$ cat src/rtl/sprite_compositor.sv
// N-channel sprite/background mixer: three-stage pipeline from timing counters to an RGB333 pixel,
// with double-buffered sprite configuration and sticky player-collision flags.
module sprite_compositor #(
   parameter int N_SPR = 8,
   parameter int SPR_W = 32,
   parameter int SPR_H = 32,
   parameter int ADDR_W = 10,
   parameter int COLOR_W = 9,
   parameter int H_DISPLAY = 640,
   parameter int V_DISPLAY = 480,
   parameter logic [COLOR_W-1:0] TRANSP = '0,
   localparam int IDX_W = (N_SPR > 1) ? $clog2(N_SPR) : 1
) (
   input  logic                     CLK,
   input  logic                     RST,
   input  logic [9:0]               h_count,
   input  logic [9:0]               v_count,
   input  logic [COLOR_W-1:0]       bg_color,
   input  logic                     cfg_we,
   input  logic [IDX_W-1:0]         cfg_idx,
   input  logic [9:0]               cfg_x,
   input  logic [9:0]               cfg_y,
   input  logic                     cfg_en,
   input  logic                     cfg_mirror,
   output logic [N_SPR*ADDR_W-1:0]  spr_addr,
   input  logic [N_SPR*COLOR_W-1:0] spr_data,
   output logic [COLOR_W-1:0]       rgb_out,
   output logic                     de_out,
   output logic [N_SPR-1:0]         collision,
   output logic                     frame_latch
);

   localparam int COL_W = $clog2(SPR_W);

   logic [9:0]         sh_x  [N_SPR];
   logic [9:0]         sh_y  [N_SPR];
   logic [9:0]         act_x [N_SPR];
   logic [9:0]         act_y [N_SPR];
   logic [N_SPR-1:0]   sh_en, sh_mir, act_en, act_mir;

   logic [N_SPR-1:0]   hit_c, hit1, hit2, opaque, coll_next;
   logic [COL_W-1:0]   col_off [N_SPR];
   logic [ADDR_W-1:0]  addr_c  [N_SPR];
   logic               de_c, latch_c, first_c;
   logic               de1, de2, first1, first2;
   logic [COLOR_W-1:0] bg1, bg2, mix_pix;

   assign de_c    = (h_count < 10'(H_DISPLAY)) && (v_count < 10'(V_DISPLAY));
   assign latch_c = (h_count == 10'd0) && (v_count == 10'(V_DISPLAY));
   assign first_c = (h_count == 10'd0) && (v_count == 10'd0);

   // Bounds are compared in 11 bits so a sprite near 1023 does not wrap back to the left edge.
   always_comb begin
      hit_c = '0;
      for (int i = 0; i < N_SPR; i++) begin
         hit_c[i] = act_en[i]
                    && ({1'b0, h_count} >= {1'b0, act_x[i]})
                    && ({1'b0, h_count} <  ({1'b0, act_x[i]} + 11'(SPR_W)))
                    && ({1'b0, v_count} >= {1'b0, act_y[i]})
                    && ({1'b0, v_count} <  ({1'b0, act_y[i]} + 11'(SPR_H)));
         col_off[i] = act_mir[i] ? (COL_W'(SPR_W - 1) - COL_W'(h_count - act_x[i]))
                                 : COL_W'(h_count - act_x[i]);
         addr_c[i] = ADDR_W'(v_count - act_y[i]) * ADDR_W'(SPR_W) + ADDR_W'(col_off[i]);
      end
   end

   // Lower index wins, so the scan runs from the top down and the last opaque hit sticks.
   always_comb begin
      opaque    = '0;
      coll_next = '0;
      mix_pix   = bg2;
      for (int i = 0; i < N_SPR; i++) begin
         opaque[i] = hit2[i] && (spr_data[i*COLOR_W +: COLOR_W] != TRANSP);
      end
      for (int i = N_SPR - 1; i >= 0; i--) begin
         if (opaque[i]) begin
            mix_pix = spr_data[i*COLOR_W +: COLOR_W];
         end
      end
      for (int i = 1; i < N_SPR; i++) begin
         coll_next[i] = (collision[i] && !first2) || (de2 && opaque[0] && opaque[i]);
      end
   end

   always_ff @(posedge CLK) begin
      if (RST) begin
         for (int i = 0; i < N_SPR; i++) begin
            sh_x[i]  <= '0;
            sh_y[i]  <= '0;
            act_x[i] <= '0;
            act_y[i] <= '0;
         end
         sh_en       <= '0;
         sh_mir      <= '0;
         act_en      <= '0;
         act_mir     <= '0;
         spr_addr    <= '0;
         hit1        <= '0;
         hit2        <= '0;
         de1         <= 1'b0;
         de2         <= 1'b0;
         first1      <= 1'b0;
         first2      <= 1'b0;
         bg1         <= '0;
         bg2         <= '0;
         rgb_out     <= '0;
         de_out      <= 1'b0;
         collision   <= '0;
         frame_latch <= 1'b0;
      end else begin
         // The copy reads the shadow before this edge's write, so a coincident write lands a frame later.
         for (int i = 0; i < N_SPR; i++) begin
            if (cfg_we && (cfg_idx == IDX_W'(i))) begin
               sh_x[i]   <= cfg_x;
               sh_y[i]   <= cfg_y;
               sh_en[i]  <= cfg_en;
               sh_mir[i] <= cfg_mirror;
            end
            if (latch_c) begin
               act_x[i]   <= sh_x[i];
               act_y[i]   <= sh_y[i];
               act_en[i]  <= sh_en[i];
               act_mir[i] <= sh_mir[i];
            end
            if (hit_c[i]) begin
               spr_addr[i*ADDR_W +: ADDR_W] <= addr_c[i];
            end
         end
         frame_latch <= latch_c;
         hit1        <= hit_c;
         de1         <= de_c;
         bg1         <= bg_color;
         first1      <= first_c;
         hit2        <= hit1;
         de2         <= de1;
         bg2         <= bg1;
         first2      <= first1;
         rgb_out     <= de2 ? mix_pix : '0;
         de_out      <= de2;
         collision   <= coll_next;
      end
   end

endmodule

$ cat config.mk
export PLATFORM = sky130hd
export DESIGN_NAME = sprite_compositor
export DESIGN_NICKNAME = d
export VERILOG_FILES = /design/src/rtl/sprite_compositor.sv
export SDC_FILE = /design/constraint.sdc
export NUM_CORES = 1
export LEC_CHECK = 0
export BUFFER_PORTS_ARGS = -buffer_cell sky130_fd_sc_hd__buf_2
export CORE_UTILIZATION = 42
export CTS_CLUSTER_DIAMETER = 120
export CTS_CLUSTER_SIZE = 30
export DETAILED_ROUTE_END_ITERATION = 8
export MAX_ROUTING_LAYER = met4
export PLACE_DENSITY = 0.61
export SYNTH_ARGS = -nofsm -noshare
export SYNTH_HDL_FRONTEND = slang
export SYNTH_SLANG_ARGS = --single-unit
$ cat constraint.sdc
create_clock -name CLK -period 12.53 [get_ports CLK]
set_input_delay 0.6265 -clock CLK [delete_from_list [all_inputs] [get_ports CLK]]
set_output_delay 0.6265 -clock CLK [all_outputs]
set_load 0.05 [all_outputs]
==> impl_metrics.env <==
export IMPL_antenna_cells=0
export IMPL_clock_sinks=488
export IMPL_dp_cells=3455
export IMPL_crit_slowest_cell="o2111ai_2"
export IMPL_finalNetCount=3042
export IMPL_dr_wl_met3_um=3320
export IMPL_r2r_end="spr_addr[68]$_SDFFE_PP0P_"
export IMPL_grt_max_degree=111
export IMPL_vias=18800
export IMPL_highest_layer="met4"
export IMPL_yosysWarnings=0
export IMPL_hp_start="bg_color[0]"
export IMPL_muxShareOfSynthArea=0.0286
export IMPL_start_kind="primary input"
export IMPL_peakVddDrop_mv=0.0881
export IMPL_hold_end="bg1[0]$_SDFF_PP0_"
export IMPL_dpl_cell_area_mm2=0.0283
export IMPL_syn_avg_cell_area_um2=10.7
export IMPL_critical_path_max_fanout=13
export IMPL_max_slew_margin=0.167
export IMPL_drc=0
export IMPL_netlist_instances=2458
export IMPL_overflow=0
export IMPL_clock_skew_final_ns=0.0336
export IMPL_timing_final_crit_period_ns=3.91
export IMPL_detail_route_antenna_nets=0
export IMPL_area_growth_pct=10.1
export IMPL_num_rows=91
export IMPL_htree_levels=1
export IMPL_slowest_delay_ns=0.72
export IMPL_worstSkewPairLatency_ns=0.58
export IMPL_wl_met1_um=31500
export IMPL_path_delay_family="compound AO/OA/AOI/OAI gates"
export IMPL_synth_compound_area_frac=0.0974
export IMPL_cp_end_kind="flop"
export IMPL_slew_violations=0
export IMPL_syn_cell_area_mm2=0.0262
export IMPL_worst_ep_arrival_time_ns=4.38
export IMPL_post_cts_resized=0
export IMPL_ctsHoldBuffers=0
export IMPL_io_buffers=226
export IMPL_firstDrtPassIters=8
export IMPL_hpwl_um=52800
export IMPL_timing_fmax_mhz=256
export IMPL_post_drt_via_cell_ratio=5.37
export IMPL_cts_buffers=21
export IMPL_antenna_found_initial=0
export IMPL_cts_setup_buffers=0
export IMPL_die_h_um=252
export IMPL_cts_root_buf="clkbuf_16"
export IMPL_synth_cell_type_count=80
export IMPL_synthSimpleGateAreaFrac=0.161
export IMPL_grt_usage=0.227
export IMPL_drt_initial_drc_count=1288
export IMPL_final_hold_viol_count=0
export IMPL_synthAdderAreaFrac=0.134
export IMPL_cp_required_ns=13.00
export IMPL_ys_async_sr_fraction=0
export IMPL_rsz0062_at_grt="no"
export IMPL_synth_fp_nets=2859
export IMPL_met2_length_um=34200
export IMPL_rr_startpoint="act_x[1][25]$_SDFFCE_PP0P_"
export IMPL_ys_seq_area_frac=0.494
export IMPL_grt_pass1_wl_um=109000
export IMPL_worst_pin_slew_ns=1.24
export IMPL_fin_area_mm2=0.0289
export IMPL_finalCritPeriodShare=0.312
export IMPL_synth_top_family_by_area="simple AND/OR/NAND/NOR gates"
export IMPL_cts_clk_slew_worst_paths_ns=0.11
export IMPL_critPathKind="primary input to flop"
export IMPL_drive_above_1_share=0.110
export IMPL_finalWirelength_um=71100
export IMPL_io_pins=228
export IMPL_r2r_cells=10
export IMPL_final_common_cell="edfxtp_1"
export IMPL_power_leakage_nw=11.8
export IMPL_gp_congestion=0.898
export IMPL_grt_pass1_vias=18700
export IMPL_synth_xor_area_frac=0.0427
export IMPL_p_total_mw=3.07
export IMPL_ys_flop_type="edfxtp_1"
export IMPL_post_drt_wl_per_cell_um=20.4
export IMPL_hold_path_class="primary input to flop"
export IMPL_core_mm2=0.0617
export IMPL_crit_buf_inv=2
export IMPL_cap_violations=0
export IMPL_clockBufferDepth=3
export IMPL_status="finished, final reports clean"
export IMPL_fillers=5832
export IMPL_crit_chain="buf_2 > inv_1 > fa_1 > nand2b_1 > a21oi_1 > a311oi_1 > o21ai_0 > o2111ai_2 > a31o_2"
export IMPL_setup_viol=0
export IMPL_ff2ff_setup_slack_ns=9.08
export IMPL_final_cell_mix="320 x edfxtp_1, 286 x nor2_1, 256 x ha_1"
export IMPL_initial_core_util=0.425
export IMPL_synth_edf_count=320
export IMPL_final_cells=3491
export IMPL_cts_tree="built"
export IMPL_finalSetupTns_ns=0
export IMPL_whs_path_depth=2
export IMPL_powerDensity_mw_per_mm2=106
export IMPL_fp_dieArea_mm2=0.0635
export IMPL_die_w_um=252
export IMPL_synth_seq_cells=488
## where the power goes
part           switching, mW  internal [mW]  total, mW
clock network          0.523          0.334      0.858
registers             0.0226           1.77       1.80
logic                  0.262          0.152      0.414
total                  0.807           2.26       3.07
## cell families after synthesis
group	Yosys count
fa+ha+maj	272
xor+xnor	128
flops	488
compound gates	365
simple gates	842
buf+inv	287
mux	75
other cells	1
## per-layer routing
metal,vias up,track usage
met1,9086,0.292
met4,0,0.0627
met3,108,0.0200
met2,526,0.384
met5,-,-
li1,9037,-
## state kept, by name, indices dropped and copies added, names as in the netlist, 7 cells and up
signal     flops
act_x         80
act_y         80
sh_x          80
sh_y          80
spr_addr      80
bg1            9
bg2            9
rgb_out        9
act_en         8
act_mir        8
hit1           8
hit2           8
sh_en          8
sh_mir         8
collision      7
## Yosys cell counts (all sizes together), types with 8 or more instances
cell | n | area, um^2
a21o | 19 | 143
nor4 | 23 | 159
clkbuf | 68 | 255
and3 | 11 | 68.8
a22oi | 10 | 75.1
inv | 206 | 773
and2 | 127 | 795
o21a | 18 | 135
a31o | 8 | 70.1
a31oi | 9 | 56.3
nor2b | 92 | 576
nand4 | 18 | 113
o211ai | 24 | 180
mux2i | 75 | 751
edfxtp | 320 | 9610
a21oi | 90 | 450
nand2 | 104 | 390
nor3 | 44 | 225
ha | 256 | 3200
a211oi | 33 | 248
a221oi | 10 | 87.6
nand3 | 75 | 375
nand2b | 25 | 156
xor2 | 11 | 96.3
dfxtp | 168 | 3360
o2111ai | 10 | 87.6
o21ai | 62 | 310
fa | 16 | 320
xnor2 | 117 | 1020
buf | 12 | 60.1
nor2 | 287 | 1080
## stage by stage
| step | hold WS (ns) | setup slack [ns] | util |
|---|---|---|---|
| global route | 0.255 | 8.38 | 0.468 |
| detailed placement | 0.420 | 7.96 | 0.458 |
| finish | 0.259 | 8.62 | 0.468 |
| CTS | 0.232 | 8.58 | 0.468 |
| floorplan | 0.414 | 3.69 | - |
| global placement | 0.419 | 8.12 | 0.458 |
## worst max-delay path by stage
stage                     startpoint                   endpoint  slack (ns)  cells after the start
after global routing      v_count[1]  spr_addr[56]$_SDFFE_PP0P_        8.38                     10
after floorplan           h_count[0]  act_x[0][0]$_SDFFCE_PN0P_        3.69                      3
after detailed placement  v_count[1]  spr_addr[56]$_SDFFE_PP0P_        7.96                      9
after CTS                 v_count[1]  spr_addr[56]$_SDFFE_PP0P_        8.58                      9
final                     v_count[1]  spr_addr[55]$_SDFFE_PP0P_        8.62                      9
after global placement    v_count[1]  spr_addr[55]$_SDFFE_PP0P_        8.12                      9
## final cells by class
type                    count  area (um^2)  area share
clock buffers              32          577      0.0200
clock inverters             4         62.6     0.00216
inverters                 207          777      0.0269
multi-input cells        1683        12200       0.423
flip-flops and latches    488        13000       0.449
well taps                 837         1050      0.0362
repair buffers            240         1240      0.0430
Note: power is estimated with default switching activity, not from simulation.
